`config.mk`:
```
export PLATFORM = sky130hd
export DESIGN_NAME = rc_datapath_hs
export DESIGN_NICKNAME = d
export VERILOG_FILES = /design/src/rtl/rc_dp_pkg.sv /design/src/rtl/rc_dp_mem_ctrl.sv /design/src/rtl/rc_datapath_hs.sv
export SDC_FILE = /design/constraint.sdc
export NUM_CORES = 1
export LEC_CHECK = 0
export ABC_AREA = 1
export BUFFER_PORTS_ARGS = -buffer_cell sky130_fd_sc_hd__clkbuf_2
export CORE_UTILIZATION = 40
export CTS_CLUSTER_SIZE = 24
export DETAILED_ROUTE_END_ITERATION = 10
export GPL_TIMING_DRIVEN = 0
export PLACE_DENSITY = 0.7
export SLEW_MARGIN = 20
export SYNTH_ARGS = -nofsm -noshare
export SYNTH_HDL_FRONTEND = slang
export SYNTH_SLANG_ARGS = --single-unit
```
`constraint.sdc`:
```
create_clock -name clk_i -period 5.6 [get_ports clk_i]
set_input_delay 1.12 -clock clk_i [delete_from_list [all_inputs] [get_ports clk_i]]
set_output_delay 1.12 -clock clk_i [all_outputs]
set_load 0.01 [all_outputs]
```
`src/rtl/rc_dp_pkg.sv`:
```
`default_nettype none
// ============================================================================
// Module : rc_dp_pkg
// Desc   : Opcodes, operand-source codes, memory FSM states and config-word
//          field positions shared by rc_datapath_hs (RC_DP_ADDR_PTR_EN aware).
// Rev    : 1.0 - initial release
// ============================================================================
package rc_dp_pkg;

  typedef enum logic [4:0] {
    OP_NOP  = 5'd0,
    OP_ADD  = 5'd1,
    OP_SUB  = 5'd2,
    OP_AND  = 5'd3,
    OP_OR   = 5'd4,
    OP_XOR  = 5'd5,
    OP_SLL  = 5'd6,
    OP_SRL  = 5'd7,
    OP_SRA  = 5'd8,
    OP_BEQ  = 5'd9,
    OP_BNE  = 5'd10,
    OP_LWD  = 5'd11,
    OP_LWI  = 5'd12,
    OP_SWD  = 5'd13,
    OP_SWI  = 5'd14,
    OP_EXIT = 5'd15
  } op_e;

  typedef enum logic [1:0] {
    ST_IDLE = 2'd0,
    ST_REQ  = 2'd1,
    ST_WAIT = 2'd2
  } mem_state_e;

  localparam int c_SRC_ZERO   = 0;
  localparam int c_SRC_RES    = 1;
  localparam int c_SRC_LEFT   = 2;
  localparam int c_SRC_RIGHT  = 3;
  localparam int c_SRC_TOP    = 4;
  localparam int c_SRC_BOTTOM = 5;
  localparam int c_SRC_REG0   = 6;
  localparam int c_SRC_IMM    = 14;
  localparam int c_NUM_SRC    = 16;

  localparam int c_A_SEL_MSB   = 31;
  localparam int c_A_SEL_LSB   = 28;
  localparam int c_B_SEL_MSB   = 27;
  localparam int c_B_SEL_LSB   = 24;
  localparam int c_OP_MSB      = 23;
  localparam int c_OP_LSB      = 19;
  localparam int c_REG_WE_BIT  = 18;
  localparam int c_REG_SEL_MSB = 17;
  localparam int c_REG_SEL_LSB = 15;

endpackage : rc_dp_pkg
`default_nettype wire

```
`src/rtl/rc_dp_mem_ctrl.sv`:
```
`default_nettype none
// ============================================================================
// Module : rc_dp_mem_ctrl
// Desc   : req/gnt/rvalid memory FSM with latched address/data/control and
//          completion strobes; RC_DP_ADDR_PTR_EN adds the address pointer.
// Rev    : 1.0 - initial release
// ============================================================================
module rc_dp_mem_ctrl
  import rc_dp_pkg::*;
#(
  parameter int DP_WIDTH    = 32,
  parameter int CONST_WIDTH = 13
) (
  input  logic                   clk_i,
  input  logic                   rst_i,
  input  logic                   i_start,
  input  logic                   i_store,
  input  logic                   i_direct,
  input  logic [DP_WIDTH-1:0]    i_addr,
  input  logic [DP_WIDTH-1:0]    i_wdata,
  input  logic [CONST_WIDTH-1:0] i_imm,
  input  logic                   i_gnt,
  input  logic                   i_rvalid,
  output logic                   o_idle,
  output logic                   o_stall,
  output logic                   o_req,
  output logic                   o_wen,
  output logic                   o_ind,
  output logic [DP_WIDTH-1:0]    o_add,
  output logic [DP_WIDTH-1:0]    o_wdata,
  output logic [CONST_WIDTH-1:0] o_add_inc,
  output logic                   o_load_done,
  output logic                   o_store_done
);

  mem_state_e                 r_state, w_next;
  logic                       r_store, r_direct;
  logic [DP_WIDTH-1:0]        r_addr, r_wdata, w_start_addr;
  logic [CONST_WIDTH-1:0]     r_imm;

`ifdef RC_DP_ADDR_PTR_EN
  logic [DP_WIDTH-1:0] r_ptr;
  logic [DP_WIDTH-1:0] w_imm_sext;
  assign w_imm_sext   = {{(DP_WIDTH-CONST_WIDTH){r_imm[CONST_WIDTH-1]}}, r_imm};
  assign w_start_addr = i_direct ? r_ptr : i_addr;
  assign o_add_inc    = '0;
`else
  assign w_start_addr = i_addr;
  assign o_add_inc    = (o_req && r_direct) ? r_imm : '0;
`endif

  always_ff @(posedge clk_i or negedge rst_i) begin
    if (!rst_i) r_state <= ST_IDLE;
    else        r_state <= w_next;
  end

  always_comb begin
    w_next       = r_state;
    o_load_done  = 1'b0;
    o_store_done = 1'b0;
    case (r_state)
      ST_IDLE: if (i_start) w_next = ST_REQ;
      ST_REQ: begin
        if (i_gnt) begin
          // a load whose data arrives with the grant completes without WAIT
          if (r_store) begin
            o_store_done = 1'b1;
            w_next       = ST_IDLE;
          end else if (i_rvalid) begin
            o_load_done = 1'b1;
            w_next      = ST_IDLE;
          end else begin
            w_next = ST_WAIT;
          end
        end
      end
      ST_WAIT: begin
        if (i_rvalid) begin
          o_load_done = 1'b1;
          w_next      = ST_IDLE;
        end
      end
      default: w_next = ST_IDLE;
    endcase
  end

  always_ff @(posedge clk_i or negedge rst_i) begin
    if (!rst_i) begin
      r_store  <= 1'b0;
      r_direct <= 1'b0;
      r_addr   <= '0;
      r_wdata  <= '0;
      r_imm    <= '0;
`ifdef RC_DP_ADDR_PTR_EN
      r_ptr    <= '0;
`endif
    end else begin
      if (i_start) begin
        r_store  <= i_store;
        r_direct <= i_direct;
        r_addr   <= w_start_addr;
        r_wdata  <= i_wdata;
        r_imm    <= i_imm;
      end
`ifdef RC_DP_ADDR_PTR_EN
      // for direct ops r_addr already holds the pointer, so one update covers both
      if (o_load_done || o_store_done) r_ptr <= r_addr + w_imm_sext;
`endif
    end
  end

  assign o_idle  = (r_state == ST_IDLE);
  assign o_stall = !o_idle;
  assign o_req   = (r_state == ST_REQ);
  assign o_wen   = !(o_req && r_store);
  assign o_ind   = o_req && !r_direct;
  assign o_add   = o_req ? r_addr : '0;
  assign o_wdata = (o_req && r_store) ? r_wdata : '0;

endmodule : rc_dp_mem_ctrl
`default_nettype wire

```
`src/rtl/rc_datapath_hs.sv`:
```
`default_nettype none
// ============================================================================
// Module : rc_datapath_hs
// Desc   : CGRA reconfigurable-cell datapath: config decode, operand muxes,
//          ALU/branch/exit and handshaked memory port (RC_DP_ADDR_PTR_EN).
// Rev    : 1.0 - initial release
// ============================================================================
module rc_datapath_hs
  import rc_dp_pkg::*;
#(
  parameter int DP_WIDTH    = 32,
  parameter int NUM_REG     = 4,
  parameter int CONST_WIDTH = 13,
  parameter int BR_ADD_W    = 4
) (
  input  logic                   clk_i,
  input  logic                   rst_i,
  input  logic                   conf_valid_i,
  output logic                   conf_ready_o,
  input  logic [31:0]            conf_rdata_i,
  input  logic [DP_WIDTH-1:0]    left_res_i,
  input  logic [DP_WIDTH-1:0]    right_res_i,
  input  logic [DP_WIDTH-1:0]    top_res_i,
  input  logic [DP_WIDTH-1:0]    bottom_res_i,
  output logic [DP_WIDTH-1:0]    result_o,
  output logic [1:0]             flag_o,
  output logic                   br_req_o,
  output logic [BR_ADD_W-1:0]    br_add_o,
  output logic                   exec_end_o,
  output logic                   data_req_o,
  input  logic                   data_gnt_i,
  output logic                   data_wen_o,
  output logic                   data_ind_o,
  output logic [DP_WIDTH-1:0]    data_add_o,
  output logic [DP_WIDTH-1:0]    data_wdata_o,
  input  logic                   data_rvalid_i,
  input  logic [DP_WIDTH-1:0]    data_rdata_i,
  output logic [CONST_WIDTH-1:0] add_inc_o,
  output logic                   dp_stall_o
);

  localparam int c_SHW = $clog2(DP_WIDTH);

  logic [3:0]             w_a_sel, w_b_sel;
  logic [4:0]             w_op;
  logic                   w_reg_we;
  logic [2:0]             w_reg_sel;
  logic [CONST_WIDTH-1:0] w_imm;
  logic [DP_WIDTH-1:0]    w_imm_sext, w_a, w_b, w_alu;
  logic [DP_WIDTH-1:0]    w_src [c_NUM_SRC];
  logic                   w_is_alu, w_is_mem, w_taken, w_accept, w_mem_start;
  logic                   w_idle, w_load_done, w_store_done;

  logic [DP_WIDTH-1:0]    r_result;
  logic [1:0]             r_flag;
  logic                   r_br_req, r_exit, r_mem_we;
  logic [BR_ADD_W-1:0]    r_br_add;
  logic [2:0]             r_mem_sel;
  logic [DP_WIDTH-1:0]    r_regs [NUM_REG];

  assign w_a_sel    = conf_rdata_i[c_A_SEL_MSB:c_A_SEL_LSB];
  assign w_b_sel    = conf_rdata_i[c_B_SEL_MSB:c_B_SEL_LSB];
  assign w_op       = conf_rdata_i[c_OP_MSB:c_OP_LSB];
  assign w_reg_we   = conf_rdata_i[c_REG_WE_BIT];
  assign w_reg_sel  = conf_rdata_i[c_REG_SEL_MSB:c_REG_SEL_LSB];
  assign w_imm      = conf_rdata_i[CONST_WIDTH-1:0];
  assign w_imm_sext = {{(DP_WIDTH-CONST_WIDTH){w_imm[CONST_WIDTH-1]}}, w_imm};

  generate
    if (CONST_WIDTH < c_REG_SEL_LSB) begin : g_spare_bits
      logic w_unused_spare;
      assign w_unused_spare = ^conf_rdata_i[c_REG_SEL_LSB-1:CONST_WIDTH];
    end
  endgenerate

  always_comb begin
    for (int i = 0; i < c_NUM_SRC; i++) w_src[i] = '0;
    w_src[c_SRC_RES]    = r_result;
    w_src[c_SRC_LEFT]   = left_res_i;
    w_src[c_SRC_RIGHT]  = right_res_i;
    w_src[c_SRC_TOP]    = top_res_i;
    w_src[c_SRC_BOTTOM] = bottom_res_i;
    for (int i = 0; i < NUM_REG; i++) w_src[c_SRC_REG0+i] = r_regs[i];
    w_src[c_SRC_IMM]    = w_imm_sext;
  end

  assign w_a = w_src[w_a_sel];
  assign w_b = w_src[w_b_sel];

  always_comb begin
    w_alu    = '0;
    w_is_alu = 1'b1;
    case (w_op)
      OP_ADD:  w_alu = w_a + w_b;
      OP_SUB:  w_alu = w_a - w_b;
      OP_AND:  w_alu = w_a & w_b;
      OP_OR:   w_alu = w_a | w_b;
      OP_XOR:  w_alu = w_a ^ w_b;
      OP_SLL:  w_alu = w_a << w_b[c_SHW-1:0];
      OP_SRL:  w_alu = w_a >> w_b[c_SHW-1:0];
      OP_SRA:  w_alu = $signed(w_a) >>> w_b[c_SHW-1:0];
      default: w_is_alu = 1'b0;
    endcase
  end

  assign w_is_mem    = (w_op == OP_LWD) || (w_op == OP_LWI) || (w_op == OP_SWD) || (w_op == OP_SWI);
  assign w_taken     = ((w_op == OP_BEQ) && (w_a == w_b)) || ((w_op == OP_BNE) && (w_a != w_b));
  assign w_accept    = conf_valid_i && w_idle;
  assign w_mem_start = w_accept && w_is_mem;

  rc_dp_mem_ctrl #(
    .DP_WIDTH    (DP_WIDTH),
    .CONST_WIDTH (CONST_WIDTH)
  ) u_mem_ctrl (
    .clk_i        (clk_i),
    .rst_i        (rst_i),
    .i_start      (w_mem_start),
    .i_store      ((w_op == OP_SWD) || (w_op == OP_SWI)),
    .i_direct     ((w_op == OP_LWD) || (w_op == OP_SWD)),
    .i_addr       (w_b),
    .i_wdata      (w_a),
    .i_imm        (w_imm),
    .i_gnt        (data_gnt_i),
    .i_rvalid     (data_rvalid_i),
    .o_idle       (w_idle),
    .o_stall      (dp_stall_o),
    .o_req        (data_req_o),
    .o_wen        (data_wen_o),
    .o_ind        (data_ind_o),
    .o_add        (data_add_o),
    .o_wdata      (data_wdata_o),
    .o_add_inc    (add_inc_o),
    .o_load_done  (w_load_done),
    .o_store_done (w_store_done)
  );

  // accept happens only in IDLE and completions only outside it, so the
  // ALU and memory write paths below never collide
  always_ff @(posedge clk_i or negedge rst_i) begin
    if (!rst_i) begin
      r_result  <= '0;
      r_flag    <= '0;
      r_br_req  <= 1'b0;
      r_br_add  <= '0;
      r_exit    <= 1'b0;
      r_mem_we  <= 1'b0;
      r_mem_sel <= '0;
      for (int i = 0; i < NUM_REG; i++) r_regs[i] <= '0;
    end else begin
      r_br_req <= w_accept && w_taken;
      r_br_add <= (w_accept && w_taken) ? w_imm[BR_ADD_W-1:0] : '0;
      r_exit   <= w_accept && (w_op == OP_EXIT);
      if (w_accept && w_is_alu) begin
        r_result <= w_alu;
        r_flag   <= {w_alu[DP_WIDTH-1], ~|w_alu};
      end
      if (w_mem_start) begin
        r_mem_we  <= w_reg_we;
        r_mem_sel <= w_reg_sel;
      end
      if (w_load_done)  r_result <= data_rdata_i;
      if (w_store_done) r_result <= data_wdata_o;
      for (int i = 0; i < NUM_REG; i++) begin
        if (w_accept && w_is_alu && w_reg_we && (w_reg_sel == 3'(i))) r_regs[i] <= w_alu;
        if (w_load_done && r_mem_we && (r_mem_sel == 3'(i)))          r_regs[i] <= data_rdata_i;
      end
    end
  end

  assign conf_ready_o = w_idle;
  assign result_o     = r_result;
  assign flag_o       = r_flag;
  assign br_req_o     = r_br_req;
  assign br_add_o     = r_br_add;
  assign exec_end_o   = r_exit;

endmodule : rc_datapath_hs
`default_nettype wire

```
==> results of run 1 <==
-- synthesized netlist by cell type (10+ instances only) --
master | n | area (um^2)
sky130_fd_sc_hd__nor2_1 | 376 | 1411
sky130_fd_sc_hd__o211ai_1 | 97 | 728.2
sky130_fd_sc_hd__dfrtp_1 | 253 | 6331
sky130_fd_sc_hd__clkbuf_1 | 160 | 600.6
sky130_fd_sc_hd__nor2_2 | 14 | 87.58
sky130_fd_sc_hd__o21a_1 | 10 | 75.07
sky130_fd_sc_hd__buf_1 | 16 | 60.06
sky130_fd_sc_hd__o221ai_1 | 151 | 1323
sky130_fd_sc_hd__o22ai_1 | 26 | 162.7
sky130_fd_sc_hd__buf_4 | 25 | 187.7
sky130_fd_sc_hd__nand2_2 | 25 | 156.4
sky130_fd_sc_hd__nand4_1 | 31 | 193.9
sky130_fd_sc_hd__a31oi_1 | 34 | 212.7
sky130_fd_sc_hd__buf_6 | 18 | 202.7
sky130_fd_sc_hd__o21ai_1 | 14 | 70.07
sky130_fd_sc_hd__a21oi_1 | 201 | 1006
sky130_fd_sc_hd__o21ai_0 | 359 | 1797
sky130_fd_sc_hd__nor3_1 | 21 | 105.1
sky130_fd_sc_hd__ha_1 | 100 | 1251
sky130_fd_sc_hd__buf_2 | 70 | 350.3
sky130_fd_sc_hd__nand3_1 | 544 | 2723
sky130_fd_sc_hd__nand2_1 | 1302 | 4887
sky130_fd_sc_hd__inv_1 | 486 | 1824
sky130_fd_sc_hd__inv_2 | 11 | 41.29
-- how the worst max path moves through the flow --
| stage | endpoint | slack [ns] |
|---|---|---|
| after global routing | flag_o[0] | -0.05 |
| final | flag_o[0] | -0.10 |
| after floorplan | flag_o[0] | 0.86 |
| after global placement | flag_o[0] | -2.96 |
| after CTS | flag_o[0] | -0.20 |
| after detailed placement | flag_o[0] | -2.96 |
-- cells by family after synthesis --
group	count (synthesis)	share of synthesized area (%)
buffers and inverters	793	12.43
DFF	253	23.86
xor gates and xnor gates	7	0.2310
AOI/OAI and AO/OA	927	21.42
and+or+nand+nor	2346	37.19
adders and majority gates	102	4.865
-- area by class of cell --
type	instances	area, um^2
fill	7085	33880
multi-input combinational	3382	17820
sequential	253	6331
inverter	503	1911
buffer	271	1510
antenna	1	2.502
clock buffer	41	907.1
timing repair buffer	354	2053
clock inverter	19	242.7
tap	864	1081
-- stage by stage --
| step | instances | setup WS, ns | power [mW] | utilization [%] | hold slack [ns] |
|---|---|---|---|---|---|
| 3_5_place_dp | 5608 | -2.957 | 8.956 | 44.55 | 0.4732 |
| 5_1_grt | 5687 | -0.05437 | 12.44 | 48.46 | 0.5158 |
| 3_3_place_gp | 5605 | -2.960 | 8.925 | 44.39 | 0.4673 |
| 2_1_floorplan | 4428 | 0.8643 | 6.415 | - | 0.4530 |
| 6_report | 5688 | -0.1030 | 12.03 | 48.46 | 0.4884 |
| 4_1_cts | 5672 | -0.1970 | 11.45 | 47.20 | 0.4888 |
-- flip-flops by register name, indices dropped and copies added, names as in the netlist --
register / flops
u_mem_ctrl.r_store: 1
r_mem_sel: 3
u_mem_ctrl.r_state: 2
r_mem_we: 1
br_add_o: 4
u_mem_ctrl.r_direct: 1
r_regs: 128
u_mem_ctrl.r_imm: 13
flag_o: 2
exec_end_o: 1
u_mem_ctrl.r_wdata: 32
br_req_o: 1
u_mem_ctrl.r_addr: 32
result_o: 32
-- routing by layer --
| layer | up-vias | GRT usage (%) | wire length (um) |
|---|---|---|---|
| li1 | 15480 | - | - |
| met5 | - | 0.7835 | 117 |
| met3 | 811 | 15.39 | 21630 |
| met1 | 16850 | 60.53 | 63920 |
| met4 | 10 | 43.68 | 18060 |
| met2 | 2983 | 79.13 | 77260 |
-- repair_timing --
action | 4_1_cts | 5_1_grt
pin swaps | 6 | 24
cloned | 0 | 0
gates resized for setup | 156 | 194
setup buffers | 9 | 29
endpoints found under the setup margin | 142 | 116
hold buffers | 0 | 0
-- report_power, final --
part | internal [mW] | switching (mW) | total (mW)
registers | 2.57 | 0.740 | 3.31
clock network | 1.36 | 1.05 | 2.41
logic | 1.91 | 4.41 | 6.32
total | 5.84 | 6.20 | 12.0
-- worst reg2reg max path, stage by stage (launching register included) --
cell                         delay [ns]
sky130_fd_sc_hd__dfrtp_1           0.53
sky130_fd_sc_hd__nand2_1           0.13
sky130_fd_sc_hd__nand3_1           0.08
sky130_fd_sc_hd__nand2_1           0.21
sky130_fd_sc_hd__nor2_1            0.12
sky130_fd_sc_hd__nor2_4            0.26
sky130_fd_sc_hd__buf_4             0.27
sky130_fd_sc_hd__buf_6             0.23
sky130_fd_sc_hd__ha_1              0.30
sky130_fd_sc_hd__clkinvlp_4        0.23
sky130_fd_sc_hd__nand2_1           0.13
sky130_fd_sc_hd__o21ai_2           0.21
sky130_fd_sc_hd__nand3_1           0.12
sky130_fd_sc_hd__nand2_2           0.15
sky130_fd_sc_hd__nand2_1           0.09
sky130_fd_sc_hd__nand3_2           0.21
sky130_fd_sc_hd__nand4_1           0.33
sky130_fd_sc_hd__nand3_1           0.17
sky130_fd_sc_hd__nand2_1           0.06
sky130_fd_sc_hd__nand3_1           0.06
sky130_fd_sc_hd__nand2_1           0.07
sky130_fd_sc_hd__inv_1             0.11
sky130_fd_sc_hd__nand3_2           0.25
sky130_fd_sc_hd__nor2_2            0.25
sky130_fd_sc_hd__nand2_1           0.18
sky130_fd_sc_hd__nor2_1            0.15
sky130_fd_sc_hd__nand2_1           0.09
sky130_fd_sc_hd__o21bai_2          0.14
==> metrics.md, run 1 <==
| Metric | Value |
|---|---|
| Post-layout minimum cycle time | `5.703 ns` |
| First-pass GRT wire length | `248.2 mm` |
| Clock latency on the worst-skew pair | `0.58 ns` |
| Average vias per placed instance | `6.354` |
| Initial standard-cell utilization of the core | `40.37%` |
| Height of the die | `259.6 um` |
| Worst reg2reg path endpoint | `flag_o[0]` |
| Ratio of cells with drive above 1 in the final layout | `16.52%` |
| Largest fanout on the critical path | `10` |
| Family with the most delay on the worst path | `compound AO/OA/AOI/OAI gates` |
| Synthesis-to-finish area growth | `20.06%` |
| Relative slew slack | `29.25%` |
| Maximum vdd ir drop | `0.2779 mV` |
| Area of the core | `65,750 um^2` |
| Top_reg_cell synth | `sky130_fd_sc_hd__dfrtp_1` |
| Overall Global Routing Usage | `52.17%` |
| Full die area | `67,380 um^2` |
| Mean instance size in the synthesized netlist | `5.993 um^2` |
| Crit path required time | `6.11 ns` |
| Clock tree root buffer cell | `sky130_fd_sc_hd__clkbuf_16` |
| Setup violators final | `3` |
| Leakage | `15.92 nW` |
| Antenna Nets Post-Route | `0` |
| Violated checks | `negative setup slack` |
| Number of max-cap violations | `0` |
| Areal power density over the cells | `377.7 nW/um^2` |
| Largest clock skew in the final design | `0.03288 ns` |
| Antenna violations before repair | `5` |
| Warnings from Yosys | `0` |
| Ports placed on the boundary | `319` |
| Worst-margin pin slew | `1.061 ns` |
| Type of the most critical hold path | `reg2reg` |
| Number of clock sinks | `253` |
| CTS tree | `done` |
| Routed via count | `36,140` |
| Dpl cell area | `29,290 um^2` |
| Worst EP arrival | `6.21 ns` |
| Area of all placed cells without fillers | `31,860 um^2` |
| Post-synthesis instance area | `26,540 um^2` |
| Number of nets in the finished design | `5,098` |
| Run status | `finished with violations` |
| Setup TNS | `-0.1423 ns` |
| Residual DRC | `0` |
| FP Rows | `94` |
| Final Cycle Share | `101.8%` |
| Post-detailed-routing wire length | `181.0 mm` |
| Synthesis-stage register bit count | `253` |
| Highest-delay cell along the critical path | `sky130_fd_sc_hd__o211ai_1` |
| Hold Crit Start | `u_mem_ctrl.r_addr[25]` |
| Vias in the first global route | `33,440` |
| Maximum number of pins on one net before global-route repair | `84` |
| Reg2Reg Setup Slack | `0.39 ns` |
| Unrepaired setup endpoints after global routing | `true` |
| Nature of the critical path startpoint | `input port` |
| Worst Reg-to-Reg Cells | `27` |
| Width of the die | `259.6 um` |
| Number of hold-slack violations in the final timing report | `0` |
| 1st-pass router iterations | `9` |
| Post-synth ARST share | `100.0%` |
| Startpoint of the worst setup timing path | `conf_rdata_i[24]` |
| H-tree level count | `2` |
| Sequential element share of the synthesized area | `23.86%` |
| Count of buffers inserted at the top-level ports | `313` |
| Final WS setup | `-0.1030 ns` |
| Violation count after the first detailed-route iteration | `5,376` |
| Most common cell after layout, fill and taps aside | `sky130_fd_sc_hd__nand2_1` |
| CP Buf/Inv Count | `7` |
| Worst setup EP type | `register` |
| Remaining global-route overflow | `0` |
| Min-Delay Endpoint | `u_mem_ctrl.r_addr[25]` |
| Largest incremental delay on the critical path | `0.46 ns` |
| Clock-pin slew on the worst setup and hold paths | `0.06 ns` |
| Max frequency | `175.3 MHz` |
| Placed wire-length estimate | `145.3 mm` |
| CTS max path bufs | `3` |
| Setup CP Type | `in2reg` |
| Number of instances on the worst hold path | `2` |
| Number of synthesized flops with an enable pin | `0` |
| Number of unique standard cell types used by synthesis | `56` |
| RePlAce Congestion | `1.106` |
| Nets in the synthesized netlist | `4,727` |
| Cts bufs inserted | `34` |
| Commonest non-fill, non-tap cells in the layout | `sky130_fd_sc_hd__nand2_1 (1,280), sky130_fd_sc_hd__nand3_1 (539), sky130_fd_sc_hd__inv_1 (482)` |
| Origin of the critical flop-to-flop path | `result_o[1]` |
| Average wire per standard cell | `31.82 um` |
| Number of slew-limit violations in the final report | `0` |
| Post-Synthesis Cells | `4,428` |
| Total stage count of the critical path | `25` |
(Power assumes the default switching activity.)
==> inputs of run 2 (changes only) <==
--- a/config.mk
+++ b/config.mk
@@ -8,7 +8,7 @@
 export ABC_AREA = 1
 export BUFFER_PORTS_ARGS = -buffer_cell sky130_fd_sc_hd__clkbuf_2
 export CORE_UTILIZATION = 40
-export CTS_CLUSTER_SIZE = 24
+export CTS_CLUSTER_SIZE = 16
 export DETAILED_ROUTE_END_ITERATION = 10
 export GPL_TIMING_DRIVEN = 0
 export PLACE_DENSITY = 0.7
==> constraint.sdc (replaced) <==
create_clock -name clk_i -period 5.6 [get_ports clk_i]
set_input_delay 0 -clock clk_i [delete_from_list [all_inputs] [get_ports clk_i]]
set_output_delay 0 -clock clk_i [all_outputs]
set_load 0.01 [all_outputs]
==> run 2 against run 1 <==
  * Clock skew up 0.0093 ns
  * The flow still finishes with violations (negative setup slack)
  * Die area unchanged
  * Sequential share of layout area is 0.27 points higher
  * Sequential power hardly changed
  * Global-route usage grew 0.11 points
  * Clock-buffer cell count up 2
  * Critical path type is now reg2reg
  * First-iteration DRC count down 0.58%
  * Critical path depth up 1
==> metrics.md, run 2 (synthesized netlist as in run 1, its figures left out) <==
| Metric | Value |
|---|---|
| Area of combinational cells with multiple inputs | `17,130 um^2 (was 17,820 um^2)` |
| Area of the core | `65,750 um^2 (unchanged)` |
| Max frequency | `177.4 MHz (was 175.3 MHz)` |
| Clock-pin slew on the worst setup and hold paths | `0.08 ns (was 0.06 ns)` |
| Vias in the first global route | `33,820 (was 33,440)` |
| First-pass GRT wire length | `248.7 mm (was 248.2 mm)` |
| Count of buffers inserted at the top-level ports | `313 (unchanged)` |
| Post-detailed-routing wire length | `180.7 mm (was 181.0 mm)` |
| CP Buf/Inv Count | `2 (was 7)` |
| Highest-delay cell along the critical path | `sky130_fd_sc_hd__o21ai_1 (was sky130_fd_sc_hd__o211ai_1)` |
| Largest clock skew in the final design | `0.04218 ns (was 0.03288 ns)` |
| CTS tree | `done (unchanged)` |
| Number of slew-limit violations in the final report | `0 (unchanged)` |
| Areal power density over the cells | `377.6 nW/um^2 (was 377.7 nW/um^2)` |
| Worst EP arrival | `6.16 ns (was 6.21 ns)` |
| Run status | `finished with violations (unchanged)` |
| Register containing the most flip-flops in the final layout | `r_regs (unchanged)` |
| Number of hold-slack violations in the final timing report | `0 (unchanged)` |
| Antenna violations before repair | `5 (unchanged)` |
| Cts bufs inserted | `35 (was 34)` |
| Full die area | `67,380 um^2 (unchanged)` |
| RePlAce Congestion | `1.106 (unchanged)` |
| Relative slew slack | `12.35% (was 29.25%)` |
| Violated checks | `negative setup slack (unchanged)` |
| Antenna Nets Post-Route | `0 (unchanged)` |
| Post-layout minimum cycle time | `5.637 ns (was 5.703 ns)` |
| Largest register FFs | `128 (unchanged)` |
| Worst-margin pin slew | `1.309 ns (was 1.061 ns)` |
| Setup violators final | `1 (was 3)` |
| Initial standard-cell utilization of the core | `40.37% (unchanged)` |
| Maximum vdd ir drop | `0.2761 mV (was 0.2779 mV)` |
| Type of the most critical hold path | `in2async (was reg2reg)` |
| Placed Instances | `5,608 (unchanged)` |
| Final WS setup | `-0.03741 ns (was -0.1030 ns)` |
| CTS max path bufs | `3 (unchanged)` |
| Ports placed on the boundary | `319 (unchanged)` |
| Unrepaired setup endpoints after global routing | `false (was true)` |
| 1st-pass router iterations | `9 (unchanged)` |
| Nature of the critical path startpoint | `register (was input port)` |
| Overall power of the completed layout | `11.87 mW (was 12.03 mW)` |
| FP Rows | `94 (unchanged)` |
| Dpl cell area | `29,290 um^2 (unchanged)` |
| Final instance count without filler cells | `5,740 (was 5,688)` |
| Height of the die | `259.6 um (unchanged)` |
| Ratio of cells with drive above 1 in the final layout | `12.95% (was 16.52%)` |
| Clock tree root buffer cell | `sky130_fd_sc_hd__clkbuf_16 (unchanged)` |
| Number of clock sinks | `253 (unchanged)` |
| Family with the most delay on the worst path | `simple AND/OR/NAND/NOR gates (was compound AO/OA/AOI/OAI gates)` |
| Final Cycle Share | `100.7% (was 101.8%)` |
| Overall Global Routing Usage | `52.29% (was 52.17%)` |
| Most common cell after layout, fill and taps aside | `sky130_fd_sc_hd__nand2_1 (unchanged)` |
| Clock latency on the worst-skew pair | `0.60 ns (was 0.58 ns)` |
| Worst setup EP type | `register (unchanged)` |
| Count of filler cells inserted in the layout | `7,103 (was 7,085)` |
| Crit path required time | `6.12 ns (was 6.11 ns)` |
| Setup TNS | `-0.03741 ns (was -0.1423 ns)` |
| Largest fanout on the critical path | `11 (was 10)` |
| Setup CP Type | `reg2reg (was in2reg)` |
| Most frequent cell on the critical path | `sky130_fd_sc_hd__nand2_1` |
| Seq. cell area | `6331 um^2 (unchanged)` |
| Average wire per standard cell | `31.49 um (was 31.82 um)` |
| Average vias per placed instance | `6.332 (was 6.354)` |
| Commonest non-fill, non-tap cells in the layout | `sky130_fd_sc_hd__nand2_1 (1,301), sky130_fd_sc_hd__nand3_1 (543), sky130_fd_sc_hd__inv_1 (486) (was sky130_fd_sc_hd__nand2_1 (1,280), sky130_fd_sc_hd__nand3_1 (539), sky130_fd_sc_hd__inv_1 (482))` |
| Largest incremental delay on the critical path | `0.58 ns (was 0.46 ns)` |
| H-tree level count | `2 (unchanged)` |
| Area of all placed cells without fillers | `31,440 um^2 (was 31,860 um^2)` |
| Leakage | `15.83 nW (was 15.92 nW)` |
| Residual DRC | `0 (unchanged)` |
| Routed via count | `36,340 (was 36,140)` |
| Placed wire-length estimate | `145.3 mm (unchanged)` |
| Number of nets in the finished design | `5,147 (was 5,098)` |
| Number of max-cap violations | `0 (unchanged)` |
| Remaining global-route overflow | `0 (unchanged)` |
| Maximum number of pins on one net before global-route repair | `84 (unchanged)` |
| Width of the die | `259.6 um (unchanged)` |
| Synthesis-to-finish area growth | `18.45% (was 20.06%)` |
| Violation count after the first detailed-route iteration | `5,345 (was 5,376)` |
run 2: cell types whose count changed in the layout (fill, tap and decap cells not counted), moves of 20 or more:
cell                            change
sky130_fd_sc_hd__clkbuf_4          -20
sky130_fd_sc_hd__dlygate4sd3_1     +67
sky130_fd_sc_hd__clkbuf_1          +40
sky130_fd_sc_hd__nand2_1           +21
sky130_fd_sc_hd__buf_4             -30
sky130_fd_sc_hd__o21ai_0           +29
run 2: report_power, final:
| part | switching (mW) | internal [mW] | leakage, nW |
|---|---|---|---|
| logic | 4.32 | 1.78 | 12.1 |
| registers | 0.739 | 2.57 | 3.20 |
| clock network | 1.07 | 1.39 | 0.579 |
run 2: stage by stage:
stage / hold slack [ns] / setup WS [ns] / util, %
after floorplan: -0.2956 / 1.984 / -
after global placement: 0.2890 / -1.840 / 44.39
after detailed placement: -0.007081 / -1.837 / 44.55
after CTS: 0.002493 / 0.02543 / 47.55
after global routing: 0.03379 / 0.007445 / 47.80
final: 0.01512 / -0.03741 / 47.81
run 2: cell type report:
class | instances | share of cell area, %
inverters | 503 | 6.030
flip-flops and latches | 253 | 20.14
repair buffers | 386 | 7.543
plain buffers | 287 | 4.549
clock inverters | 18 | 0.6806
clock buffers | 43 | 3.081
multi-input cells | 3382 | 54.51
well taps | 864 | 3.439
diodes | 4 | 0.03184
run 2: path summary, 6_finish.rpt:
path | start | endpoint | slack, ns | cells past startpoint
max | result_o[0] | flag_o[0] | -0.04 | 26
min in group clk_i | conf_rdata_i[27] | u_mem_ctrl.r_addr[0] | 0.26 | 6
min reg2reg | u_mem_ctrl.r_imm[1] | u_mem_ctrl.r_imm[1] | 0.49 | 2
min | rst_i | u_mem_ctrl.r_addr[29] | 0.02 | 3
max reg2reg | result_o[0] | flag_o[0] | -0.04 | 26
max in group asynchronous | rst_i | u_mem_ctrl.r_addr[14] | 4.76 | 4
run 2: routing by layer:
metal | up-vias | wire length [um] | track usage (%)
li1 | 15570 | - | -
met1 | 16870 | 63000 | 60.60
met2 | 3016 | 76450 | 79.77
met3 | 880 | 22320 | 14.75
met4 | 4 | 18870 | 44.04
met5 | - | 91 | 0.8547
run 2: repair_timing:
action / in CTS / in global routing
hold endpoints to repair: 288 / 0
hold buffers: 68 / 0
pin swaps: 0 / 2
gates resized for setup: 26 / 62
setup buffers: 0 / 2
setup endpoints to repair: 76 / 59
run 2: worst min-delay path, cell delays in order:
cell and delay [ns]:
sky130_fd_sc_hd__dlygate4sd3_1 0.53, sky130_fd_sc_hd__clkbuf_8 0.17, sky130_fd_sc_hd__buf_16 0.28
